==> config.mk <==
export PLATFORM = sky130hd
export DESIGN_NAME = mips_regfile_param
export DESIGN_NICKNAME = d
export VERILOG_FILES = /design/src/rtl/mips_pkg.sv /design/src/rtl/mips_byte_merge.sv /design/src/rtl/mips_regfile_param.sv
export SDC_FILE = /design/constraint.sdc
export NUM_CORES = 1
export LEC_CHECK = 0
export CORE_AREA = 5 5 147 149
export DETAILED_ROUTE_END_ITERATION = 8
export DIE_AREA = 0 0 152 154
export DONT_BUFFER_PORTS = 1
export GPL_TIMING_DRIVEN = 0
export PLACE_DENSITY_LB_ADDON = 0.1
export SETUP_SLACK_MARGIN = 0.4
export SLEW_MARGIN = 20
export SYNTH_ARGS = -nofsm -noshare
export SYNTH_HDL_FRONTEND = slang
export SYNTH_SLANG_ARGS = --single-unit
==> constraint.sdc <==
create_clock -name clk -period 6.8 [get_ports clk]
set_clock_uncertainty 0.1 [all_clocks]
set_input_delay 1.36 -clock clk [delete_from_list [all_inputs] [get_ports clk]]
set_output_delay 1.36 -clock clk [all_outputs]
set_load 0.02 [all_outputs]
==> src/rtl/mips_pkg.sv <==
// ============================================================================
// Module  : mips_pkg
// Purpose : Shared state type and default widths for the MIPS register file.
// Revision: 1.0
// ============================================================================
`default_nettype none

package mips_pkg;

  localparam int MIPS_DATA_W = 32;
  localparam int MIPS_ADDR_W = 3;

  typedef enum logic [0:0] {
    CLEAR = 1'b0,
    READY = 1'b1
  } rf_state_e;

endpackage : mips_pkg

`default_nettype wire

==> src/rtl/mips_byte_merge.sv <==
// ============================================================================
// Module  : mips_byte_merge
// Purpose : Combinational byte-enable merge of new data into an old word.
// Revision: 1.0
// ============================================================================
`default_nettype none

module mips_byte_merge #(
  parameter int DATA_W = 32
) (
  input  logic [DATA_W-1:0]   old_i,
  input  logic [DATA_W-1:0]   new_i,
  input  logic [DATA_W/8-1:0] be_i,
  output logic [DATA_W-1:0]   merged_o
);

  localparam int BE_W = DATA_W / 8;

  generate
    for (genvar i = 0; i < BE_W; i++) begin : g_byte
      assign merged_o[8*i +: 8] = be_i[i] ? new_i[8*i +: 8] : old_i[8*i +: 8];
    end
  endgenerate

endmodule : mips_byte_merge

`default_nettype wire

==> src/rtl/mips_regfile_param.sv <==
// ============================================================================
// Module  : mips_regfile_param
// Purpose : Parameterised register file with byte enables, write-through
//           bypass and a post-reset clear sweep over every entry.
// Revision: 1.0
// ============================================================================
`default_nettype none

module mips_regfile_param
  import mips_pkg::*;
#(
  parameter int DATA_W   = MIPS_DATA_W,
  parameter int ADDR_W   = MIPS_ADDR_W,
  parameter int ZERO_REG = 1
) (
  input  logic                clk,
  input  logic                rst,
  input  logic [ADDR_W-1:0]   read_reg_1,
  input  logic [ADDR_W-1:0]   read_reg_2,
  output logic [DATA_W-1:0]   read_data_1,
  output logic [DATA_W-1:0]   read_data_2,
  input  logic [ADDR_W-1:0]   write_reg,
  input  logic [DATA_W-1:0]   write_data,
  input  logic [DATA_W/8-1:0] write_be,
  input  logic                signal_reg_write,
  output logic                init_done
);

  localparam int DEPTH = 2 ** ADDR_W;

  rf_state_e           state_q, state_d;
  logic [ADDR_W-1:0]   clr_cnt_q, clr_cnt_d;
  logic [DATA_W-1:0]   regs_q [DEPTH];

  logic                ready;
  logic                wr_en;
  logic [DATA_W-1:0]   wr_merged;
  logic [DATA_W-1:0]   rd1_stored, rd2_stored;
  logic [DATA_W-1:0]   rd1_merged, rd2_merged;
  logic                rd1_hit, rd2_hit;
  logic                rd1_zero, rd2_zero;

  // ---------------- state machine ----------------
  always_ff @(posedge clk) begin
    if (rst) begin
      state_q   <= CLEAR;
      clr_cnt_q <= '0;
    end else begin
      state_q   <= state_d;
      clr_cnt_q <= clr_cnt_d;
    end
  end

  always_comb begin
    state_d   = state_q;
    clr_cnt_d = clr_cnt_q;
    case (state_q)
      CLEAR: begin
        clr_cnt_d = clr_cnt_q + ADDR_W'(1);
        if (clr_cnt_q == ADDR_W'(DEPTH - 1)) begin
          state_d = READY;
        end
      end
      READY:   state_d = READY;
      default: state_d = CLEAR;
    endcase
  end

  // A reset cycle is treated as not-ready even if the state is still READY.
  assign ready     = (state_q == READY) && !rst;
  assign init_done = ready;

  // ---------------- write path ----------------
  mips_byte_merge #(.DATA_W(DATA_W)) u_wr_merge (
    .old_i    (regs_q[write_reg]),
    .new_i    (write_data),
    .be_i     (write_be),
    .merged_o (wr_merged)
  );

  assign wr_en = ready && signal_reg_write &&
                 !((ZERO_REG != 0) && (write_reg == '0));

  always_ff @(posedge clk) begin
    if (!rst) begin
      if (state_q == CLEAR) begin
        regs_q[clr_cnt_q] <= '0;
      end else if (wr_en) begin
        regs_q[write_reg] <= wr_merged;
      end
    end
  end

  // ---------------- read ports with write-through bypass ----------------
  assign rd1_stored = regs_q[read_reg_1];
  assign rd2_stored = regs_q[read_reg_2];

  mips_byte_merge #(.DATA_W(DATA_W)) u_byp1_merge (
    .old_i    (rd1_stored),
    .new_i    (write_data),
    .be_i     (write_be),
    .merged_o (rd1_merged)
  );

  mips_byte_merge #(.DATA_W(DATA_W)) u_byp2_merge (
    .old_i    (rd2_stored),
    .new_i    (write_data),
    .be_i     (write_be),
    .merged_o (rd2_merged)
  );

  assign rd1_hit  = signal_reg_write && (read_reg_1 == write_reg);
  assign rd2_hit  = signal_reg_write && (read_reg_2 == write_reg);
  assign rd1_zero = (ZERO_REG != 0) && (read_reg_1 == '0);
  assign rd2_zero = (ZERO_REG != 0) && (read_reg_2 == '0);

  always_comb begin
    read_data_1 = '0;
    read_data_2 = '0;
    if (ready && !rd1_zero) begin
      read_data_1 = rd1_hit ? rd1_merged : rd1_stored;
    end
    if (ready && !rd2_zero) begin
      read_data_2 = rd2_hit ? rd2_merged : rd2_stored;
    end
  end

endmodule : mips_regfile_param

`default_nettype wire

# Word-level counts from Yosys, hierarchy flattened
# Memories as Yosys holds them, arrays and structs flattened.
# Cells that the tools add are included.
# totals
register_bits	4
ram_bits	256
out_inout_bits	65
memories	1
# memory_table
name	words	width	read_ports	rd_ports_with_merged_regs	wr	line	text
regs_q	8	32	2	0	1	mips_regfile_param.sv:33	logic [DATA_W-1:0] regs_q [DEPTH];
# classes
n_addsub	1
n_eq_ne	7
mux	28
n_bitwise	1
n_reduce_logical	19
# op_table
cell	n
32-bit 2-to-1 mux	5
8-bit 2-to-1 mux	12
32-bit OR reduction	1
3-bit logical NOT	3
1-bit 2-to-1 mux	8
2-bit AND reduction	4
1-bit logical AND	7
3-bit == test	2
1-bit logical NOT	4
4-bit 2-to-1 mux	1
1-bit != test, second input constant	4
3-bit by 1-bit adder with 3-bit output, second input constant	1
3-bit == test, second input constant	1
3-bit 2-to-1 mux	1
1-bit one-hot mux with 2 select lines	1
1-bit NOT	1

# Depth between registers and ports, before layout
# Gate-level depths: netlist of the first run.
# logic_depth
word_depth	11
ltp_mapped	7
depth_no_buf	4

# Cells and area by module
# A second synthesis of the first run with hierarchy kept.
# unflattened
hier_cells	893
area_unflattened_um2	16309.4
# modules_own_cells
module	instances	cells_each	area_per_inst_um2	seq_area_each_um2
mips_regfile_param	1	785	14732.9	7767.4
mips_byte_merge	3	36	525.5	0.0

# Least setup slack after synthesis of the first run
# OpenSTA, ideal clock, no wires.
# synth_timing
kind	input port to output port
from	input read_reg_1[1]
to	output read_data_1[0]
t_arrival_ns	2.812
setup_slack_ns	2.528
stages	5
cell_sequence	buf_4 -> xnor2_1 -> nand4_1 -> buf_2 -> a211oi_1
# synth_between
elab_chain_cells	4
word_cells_on_any_way	9
classes_between	1 x eq/ne; 3 x mux; 4 x reduce/logical; 1 x memory
# synth_lines
element	line	text
start, declared	mips_regfile_param.sv:18	input logic [ADDR_W-1:0] read_reg_1,
memory read 8 x 32 bit, or another cell as far along	--	
8-bit 2-to-1 mux, or another cell as far along	mips_byte_merge.sv:21	assign merged_o[8*i +: 8] = be_i[i] ? new_i[8*i +: 8] : old_i[8*i +: 8];
32-bit 2-to-1 mux or 1-bit logical AND (tied branches)	mips_regfile_param.sv:121, mips_regfile_param.sv:120	
32-bit 2-to-1 mux *	mips_regfile_param.sv:120	if (ready && !rd1_zero) begin
end, declared	mips_regfile_param.sv:20	output logic [DATA_W-1:0] read_data_1,
# Every way passes the cells marked *; elsewhere a longest branch is shown, timed or not.

# Final worst setup path of the first run
# layout_timing
from	input read_reg_1[1]
to	output read_data_1[11]
# Same word-level chain as after synthesis.

==> run_results.csv, run 1 <==
group,metric,value,unit
synthesis,synth_cell_types,40,
clock_tree,numCtsBuffers,27,
timing,period_needed,5.14,ns
floorplan,coreArea,0.0200,mm^2
clock_tree,clk_path_buf_depth,3,
outcome,status,"finished clean",
min_path,min_path_type,"flip-flop to flip-flop",
floorplan,rows,52,
synthesis,synth_edf_count,256,
drt,via_count,8021,
clock_tree,clock_latency,0.53,ns
worst_setup_path,cpPeakStageDelay,0.96,ns
layout,drive_gt1_share,29.8,%
timing,tns,0,ns
timing,fin_crit_sh,75.7,%
synthesis,ys_warn_count,0,
grt,grt_pass1_vias,8539,
worst_setup_path,critPathMaxFanout,10,
drt,wl,35800,um
layout,syn_to_final_growth,8.68,%
drt,final_antenna_net_count,0,
worst_setup_path,critPathTopFamily,"compound AO/OA/AOI/OAI gates",
clock_tree,postCtsSetupBuffers,0,
synthesis,yosysSeqAreaShare,58.9,%
timing,rsz0062_at_grt,"false",
worst_setup_path,crit_top_cell,"buf_4",
floorplan,die_area,0.0234,mm^2
synthesis,ys_ff_latch,260,
drt,wl_per_cell,33.2,um
timing,drv_slew,0,
clock_tree,path_clk_slew,0.06,ns
clock_tree,htree_levels,1,
synthesis,synthesis.instances,759,
drt,first_pass_iters,5,
synthesis,netlist_area,0.0132,mm^2
synthesis,synth_area_per_cell,17.4,um^2
worst_setup_path,cpMaxStageDelayCell,"o31ai_1",
grt,grt_pass1_wl,52600,um
power,peakVddDrop,241,uV
job,drv_cap,0,
worst_setup_path,worstPathRequired,5.34,ns
timing,hold_viol_final,0,
worst_setup_path,start_kind,"input pin",
worst_setup_path,end_kind,"primary output",
layout,fin_nets,838,
power,p_leak,4.51,nW
synthesis,syn_nets,809,
clock_tree,ctsHoldBuffers,0,
clock_tree,clkSinkCount,260,
grt,grt_use_total,30.5,%
worst_setup_path,path_buf_inv,3,
worst_setup_path,crit_chain,"buf_4 -> buf_4 -> o31ai_1 -> clkbuf_1 -> a211oi_1",
placed_design,port_buffers,0,
timing,max_freq,194,MHz
timing,finalSetupViolations,0,
floorplan,start_util,65.8,%
floorplan,die_h,154,um
grt,gr-total-overflow,0,
floorplan,pin_count,113,
synthesis,synth_flop_cell,"edfxtp_1",
worst_setup_path,worst-r2r-setup-slack,3.62,ns
worst_setup_path,crit_type,"input pin to primary output",
worst_setup_path,worst-endpoint-arrival,3.68,ns
placed_design,hpwlAfterDp,23900,um
power,power.density,245,mW/mm^2
timing,slew_headroom,20.9,%
placed_design,gp_congestion,0.878,
grt,antenna_found_initial,3,
drt,vias_per_cell,7.43,
clock_tree,cts_resized,0,
floorplan,die_w,152,um
synthesis,synthArstFlopShare,0,%
drt,detail_route.iter0.violations,864,
grt,grt_max_degree,14,
timing,tightest_slew,1.18,ns
timing,hold_ws,0.540,ns
clock_tree,cts-root-buf,"clkbuf_16",
clock_tree,cts_tree,"built",
drt,drc_errors,0,
cell usage in the layout, fill, tap and decap left out, types with 24 or more instances in the layout:
cell       Yosys  layout
edfxtp_1     256     256
and2_1        36      36
mux2_2        27      27
mux2i_1       48      48
clkbuf_16      0      27
buf_2         27      27
a211oi_1      41      41
a22o_1        24      24
clkbuf_1      15      26
mux4_2       126     126
nor2_1        81      81
sequential cells by signal, summed over array words and instances, names as in the netlist:
| name | cells |
|---|---|
| clr_cnt_q | 3 |
| state_q | 1 |
| regs_q | 256 |
layer usage:
layer | vias up | wire (um) | global-route usage, %
met5 | - | 25 | 0
li1 | 3217 | - | -
met2 | 600 | 17900 | 50.8
met4 | 4 | 1550 | 12.8
met3 | 123 | 4100 | 7.45
met1 | 4077 | 12300 | 39.0
worst register-to-register path: stages, from the launching register on:
cell,delay (ns)
dfxtp_1,0.32
buf_2,0.20
and2b_1,0.44
and4_4,0.36
buf_6,0.18
mux2i_1,0.23
nor2_1,0.96
through the flow:
stage	util (%)	setup slack (ns)	power, mW	std cells	instance area (um^2)
2_1_floorplan	-	2.53	2.08	759	13200
3_3_place_gp	67.5	1.67	2.15	1029	13500
3_5_place_dp	67.5	1.64	2.17	1029	13500
4_1_cts	71.5	1.64	3.51	1078	14300
5_1_grt	71.5	1.56	3.60	1079	14300
6_report	71.5	1.66	3.51	1079	14300
cell type report:
class | count | area (um^2)
multi-input combinational | 440 | 5090
sequential | 260 | 7770
clock inverter | 10 | 73.8
buffer | 58 | 327
inverter | 1 | 3.75
clock buffer | 39 | 731
tap | 270 | 338
antenna | 1 | 2.50
fill | 1296 | 5700
power breakdown:
part           leakage (nW)  switching (mW)  internal, mW  total [mW]
sequential             2.25          0.0229          1.80        1.82
clock                 0.383           0.586         0.779        1.37
combinational          1.88           0.177         0.145       0.321
worst paths after layout:
kind	to	cells after the start	start
max	read_data_1[11]	5	read_reg_1[1]
min	clr_cnt_q[1]	3	clr_cnt_q[1]
max reg2reg	regs_q[2][7]	6	state_q
min reg2reg	clr_cnt_q[1]	3	clr_cnt_q[1]
kinds of logic after synthesis:
group / synth area share [%]
buffers and inverters: 2.50
adders and majority gates: 0.190
xor gates and xnor gates: 0.465
muxes: 27.5
and+or+nand+nor: 5.94
DFF: 58.9
AOI/OAI and AO/OA: 4.57
cells in the mapped netlist, types with 2 or more instances:
| cell type | n | area (um^2) |
|---|---|---|
| nor3b_1 | 6 | 45.0 |
| dfxtp_1 | 4 | 80.1 |
| ha_1 | 2 | 25.0 |
| nor2_1 | 81 | 304 |
| edfxtp_1 | 256 | 7690 |
| nand3_1 | 3 | 15.0 |
| mux4_2 | 126 | 2840 |
| clkbuf_4 | 2 | 15.0 |
| mux2_2 | 27 | 304 |
| a22o_1 | 24 | 210 |
| xnor2_1 | 6 | 52.6 |
| nand4_1 | 5 | 31.3 |
| buf_4 | 8 | 60.1 |
| clkbuf_1 | 15 | 56.3 |
| buf_6 | 5 | 56.3 |
| a211oi_1 | 41 | 308 |
| mux2i_1 | 48 | 480 |
| buf_2 | 27 | 135 |
| nand3b_1 | 2 | 15.0 |
| nor3_2 | 3 | 30.0 |
| a21oi_2 | 6 | 52.6 |
| and3_1 | 3 | 18.8 |
| and2_1 | 36 | 225 |
| nand2_1 | 7 | 26.3 |
No activity file was read; power rests on OpenSTA's default activity.
==> run 2, diff against run 1 <==
--- a/config.mk
+++ b/config.mk
@@ -5,9 +5,9 @@
 export SDC_FILE = /design/constraint.sdc
 export NUM_CORES = 1
 export LEC_CHECK = 0
-export CORE_AREA = 5 5 147 149
+export CORE_AREA = 5 5 150 152
 export DETAILED_ROUTE_END_ITERATION = 8
-export DIE_AREA = 0 0 152 154
+export DIE_AREA = 0 0 155 157
 export DONT_BUFFER_PORTS = 1
 export GPL_TIMING_DRIVEN = 0
 export PLACE_DENSITY_LB_ADDON = 0.1
==> constraint.sdc (replaced) <==
create_clock -name clk -period 5 [get_ports clk]
set_clock_uncertainty 0.1 [all_clocks]
set_input_delay 1 -clock clk [delete_from_list [all_inputs] [get_ports clk]]
set_output_delay 1 -clock clk [all_outputs]
set_load 0.02 [all_outputs]
==> run_results.csv, run 2 (synthesis gave the netlist of run 1 again) <==
group,metric,value,unit
grt,grt_max_degree,16,
floorplan,die_w,155,um
worst_setup_path,crit_type,"input pin to primary output",
worst_setup_path,crit_top_cell,"buf_4",
worst_setup_path,rr_startpoint,"state_q",
grt,antenna_found_initial,2,
layout,largest_reg_flops,256,
clock_tree,path_clk_slew,0.06,ns
grt,grt.busiest_layer,"met2",
grt,grt_use_total,30.0,%
floorplan,die_h,157,um
grt,gr-usage-met3,7.95,%
worst_setup_path,worst-r2r-setup-slack,1.95,ns
drt,detail_route.iter0.violations,822,
power,peakVddDrop,322,uV
worst_setup_path,start_kind,"input pin",
floorplan,rows,53,
clock_tree,htree_levels,1,
grt,grt_pass1_vias,8300,
clock_tree,clk_path_buf_depth,3,
worst_setup_path,critPathTopFamily,"compound AO/OA/AOI/OAI gates",
clock_tree,numCtsBuffers,26,
drt,wl_per_cell,33.5,um
timing,rsz0062_at_grt,"false",
worst_setup_path,critPathMaxFanout,10,
timing,hold_viol_final,0,
drt,via_count,8006,
grt,use_met1,38.4,%
grt,grt_util_met2,50.2,%
drt,wl,36300,um
drt,drc_errors,0,
outcome,status,"finished clean",
layout,final_cell_mix,"edfxtp_1 (256), mux4_2 (126), nor2_1 (81), mux2i_1 (48), a211oi_1 (41)",
worst_setup_path,reg2reg_to,"regs_q[6][12]",
floorplan,coreArea,0.0209,mm^2
worst_setup_path,crit_chain,"buf_4 -> buf_4 -> o31ai_1 -> clkbuf_1 -> a211oi_1",
worst_setup_path,cpMaxStageDelayCell,"o31ai_1",
job,drv_cap,0,
placed_design,hpwlAfterDp,23900,um
drt,final_antenna_net_count,0,
drt,first_pass_iters,5,
min_path,min_path_cells,1,
placed_design,gp_congestion,0.890,
power,power.density,349,mW/mm^2
clock_tree,clkSinkCount,260,
worst_setup_path,worstPathRequired,3.90,ns
layout,largest-register,"regs_q",
floorplan,pin_count,113,
timing,drv_slew,0,
timing,period_needed,4.53,ns
clock_tree,clock_latency,0.53,ns
clock_tree,cts_resized,0,
grt,grt_pass1_wl,53100,um
clock_tree,ctsHoldBuffers,0,
floorplan,start_util,63.2,%
power,p_leak,4.58,nW
placed_design,numPlacedInstances,1034,
timing,tns,0,ns
timing,slew_headroom,20.7,%
timing,tightest_slew,1.18,ns
layout,final_common_cell,"edfxtp_1",
layout,syn_to_final_growth,9.75,%
floorplan,die_area,0.0243,mm^2
worst_setup_path,worst-endpoint-arrival,3.43,ns
worst_setup_path,cpPeakStageDelay,0.98,ns
clock_tree,cts-root-buf,"clkbuf_16",
worst_setup_path,end_kind,"primary output",
placed_design,port_buffers,0,
timing,max_freq,221,MHz
timing,finalSetupViolations,0,
layout,fin_nets,837,
layout,drive_gt1_share,31.1,%
layout,finish.utilization,69.3,%
clock_tree,cts_tree,"built",
worst_setup_path,path_buf_inv,3,
min_path,hold_start,"rst",
layout,top_regs,"regs_q: 256 flops, clr_cnt_q: 3 flops, state_q: 1 flops",
clock_tree,postCtsSetupBuffers,0,
drt,vias_per_cell,7.40,
timing,fin_crit_sh,90.6,%
grt,gr-total-overflow,0,
worst_setup_path,reg2reg_depth,5,
min_path,holdPathEnd,"state_q",
layout,final_cell_count_no_fill,1082,
min_path,min_path_type,"input pin to flip-flop",
run 2: cell count changes in the layout (fill, tap and decap cells not counted):
cell,before,now
clkbuf_1,26,19
bufinv_16,1,6
clkinv_1,5,0
clkinv_2,2,5
clkbuf_8,1,0
clkinv_4,0,2
inv_8,0,1
run 2: where the power goes:
part | switching [mW] | internal (mW)
logic | 0.241 | 0.197
registers | 0.0327 | 2.44
clock network | 0.833 | 1.30
run 2: how the worst max path moves through the flow:
stage / to / startpoint / depth (start not counted)
floorplan: read_data_1[0] / read_reg_1[1] / 5
global placement: read_data_1[0] / read_reg_1[1] / 5
detailed placement: read_data_1[0] / read_reg_1[1] / 5
CTS: read_data_1[0] / read_reg_1[1] / 5
global route: read_data_1[0] / read_reg_1[1] / 5
finish: read_data_1[0] / read_reg_1[1] / 5
run 2: metrics by stage:
step | power [mW] | setup slack, ns | instance area [um^2] | hold WS (ns)
2_1_floorplan | 2.83 | 1.45 | 13200 | 0.468
3_3_place_gp | 2.93 | 0.572 | 13500 | 0.480
6_report | 5.05 | 0.470 | 14500 | 0.441
4_1_cts | 5.06 | 0.554 | 14500 | 0.420
3_5_place_dp | 2.95 | 0.561 | 13500 | 0.506
5_1_grt | 5.17 | 0.454 | 14500 | 0.431
run 2: routing by layer:
metal  vias to the layer above  wire (um)
met5                         -         14
met4                         2       1210
met3                        97       4140
met2                       554      18100
met1                      4127      12900
li1                       3226          -
run 2: area by class of cell:
cell class / count / area, um^2
plain buffers: 58 / 327
diodes: 1 / 2.50
well taps: 275 / 344
flip-flops and latches: 260 / 7770
clock inverters: 16 / 249
multi-input cells: 440 / 5090
clock buffers: 31 / 691
inverters: 1 / 3.75
fillers: 1347 / 6410
run 2: worst reg2reg max path, cell delays in order (launching register included):
cell,delay (ns)
dfxtp_1,0.31
buf_2,0.19
and2b_1,0.45
and4_4,0.35
mux2_2,0.40
nor2_1,0.85
==> run 3, diff against run 2 <==
--- a/config.mk
+++ b/config.mk
@@ -6,6 +6,7 @@
 export NUM_CORES = 1
 export LEC_CHECK = 0
 export CORE_AREA = 5 5 150 152
+export CTS_BUF_LIST = sky130_fd_sc_hd__clkbuf_16
 export DETAILED_ROUTE_END_ITERATION = 8
 export DIE_AREA = 0 0 155 157
 export DONT_BUFFER_PORTS = 1
==> run_results.csv, run 3 (synthesis gave the netlist of run 1 again) <==
group,metric,value,unit
outcome,status,"finished clean",
timing,slew_headroom,20.7,%
clock_tree,clock_latency,0.53,ns
clock_tree,numCtsBuffers,26,
clock_tree,path_clk_slew,0.06,ns
timing,rsz0062_at_grt,"false",
grt,grt_pass1_wl,53100,um
worst_setup_path,cpPeakStageDelay,0.98,ns
worst_setup_path,crit_top_cell,"buf_4",
grt,antenna_found_initial,2,
clock_tree,clk_path_buf_depth,3,
clock_tree,clkSinkCount,260,
layout,drive_gt1_share,31.1,%
power,power.density,348,mW/mm^2
power,p_leak,4.60,nW
layout,syn_to_final_growth,9.75,%
timing,finalSetupViolations,0,
grt,grt_max_degree,16,
worst_setup_path,worstPathRequired,3.90,ns
timing,max_freq,220,MHz
layout,final_cell_count_no_fill,1082,
worst_setup_path,path_buf_inv,3,
layout,largest_reg_flops,256,
timing,hold_viol_final,0,
floorplan,rows,53,
min_path,min_path_type,"input pin to flip-flop",
clock_tree,cts_tree,"built",
worst_setup_path,end_kind,"primary output",
worst_setup_path,start_kind,"input pin",
clock_tree,postCtsSetupBuffers,0,
drt,drc_errors,0,
worst_setup_path,crit_type,"input pin to primary output",
drt,wl,36300,um
timing,period_needed,4.54,ns
placed_design,port_buffers,0,
grt,gr-total-overflow,0,
drt,detail_route.iter0.violations,822,
layout,fin_nets,837,
placed_design,hpwlAfterDp,23900,um
layout,finish.utilization,69.3,%
worst_setup_path,worst-r2r-setup-slack,1.96,ns
job,drv_cap,0,
layout,final_common_cell,"edfxtp_1",
timing,tightest_slew,1.18,ns
floorplan,die_h,157,um
floorplan,die_area,0.0243,mm^2
floorplan,start_util,63.2,%
drt,via_count,7987,
floorplan,die_w,155,um
floorplan,coreArea,0.0209,mm^2
worst_setup_path,critPathMaxFanout,10,
drt,final_antenna_net_count,0,
timing,tns,0,ns
timing,drv_slew,0,
min_path,min_path_cells,1,
layout,top_regs,"regs_q: 256 flops, clr_cnt_q: 3 flops, state_q: 1 flops",
clock_tree,cts-root-buf,"clkbuf_16",
worst_setup_path,cpMaxStageDelayCell,"o31ai_1",
worst_setup_path,worst-endpoint-arrival,3.44,ns
timing,fin_crit_sh,90.8,%
worst_setup_path,crit_chain,"buf_4 -> buf_4 -> o31ai_1 -> clkbuf_1 -> a211oi_1",
worst_setup_path,worst-path-stages,5,
grt,grt_pass1_vias,8300,
drt,first_pass_iters,5,
grt,grt_use_total,30.0,%
power,peakVddDrop,322,uV
worst_setup_path,reg2reg_depth,5,
layout,final_cell_mix,"edfxtp_1 (256), mux4_2 (126), nor2_1 (81), mux2i_1 (48), a211oi_1 (41)",
clock_tree,ctsHoldBuffers,0,
clock_tree,htree_levels,1,
placed_design,numPlacedInstances,1034,
drt,wl_per_cell,33.5,um
drt,vias_per_cell,7.38,
worst_setup_path,critPathTopFamily,"compound AO/OA/AOI/OAI gates",
placed_design,gp_congestion,0.890,
clock_tree,cts_resized,0,
layout,largest-register,"regs_q",
floorplan,pin_count,113,
[run 3: per-layer routing]
layer  track usage [%]  wire (um)  vias to the layer above  share of wire (%)
met5                 0         14                        -              0.039
met4              11.3       1240                        2                3.4
met3              7.95       4180                      100                 12
met2              50.2      18000                      556                 50
met1              38.4      12800                     4106                 35
li1                  -          -                     3223                  -
[run 3: metrics by stage]
| step | instance area, um^2 | total power [mW] | worst slack (ns) | hold slack, ns |
|---|---|---|---|---|
| 2_1_floorplan | 13200 | 2.83 | 1.45 | 0.468 |
| 3_3_place_gp | 13500 | 2.93 | 0.572 | 0.480 |
| 3_5_place_dp | 13500 | 2.95 | 0.561 | 0.506 |
| 4_1_cts | 14500 | 5.05 | 0.554 | 0.420 |
| 5_1_grt | 14500 | 5.16 | 0.454 | 0.431 |
| 6_report | 14500 | 5.04 | 0.460 | 0.441 |
[run 3: final cells by class]
type                       instances  area [um^2]
multi-input combinational        440         5090
fill                            1347         6410
antenna                            1         2.50
tap                              275          344
clock inverter                    20          264
clock buffer                      27          676
buffer                            58          327
sequential                       260         7770
inverter                           1         3.75
[run 3: path summary, 6_finish.rpt]
| check | startpoint | to |
|---|---|---|
| worst min register to register | clr_cnt_q[2] | state_q |
| worst max-delay path | read_reg_1[1] | read_data_1[0] |
| worst max register to register | state_q | regs_q[6][12] |
| worst min-delay path | rst | state_q |
[run 3: power by group]
part           switching [mW]  internal, mW
clock network           0.834          1.29
logic                   0.241         0.197
registers              0.0327          2.44
total                    1.11          3.93
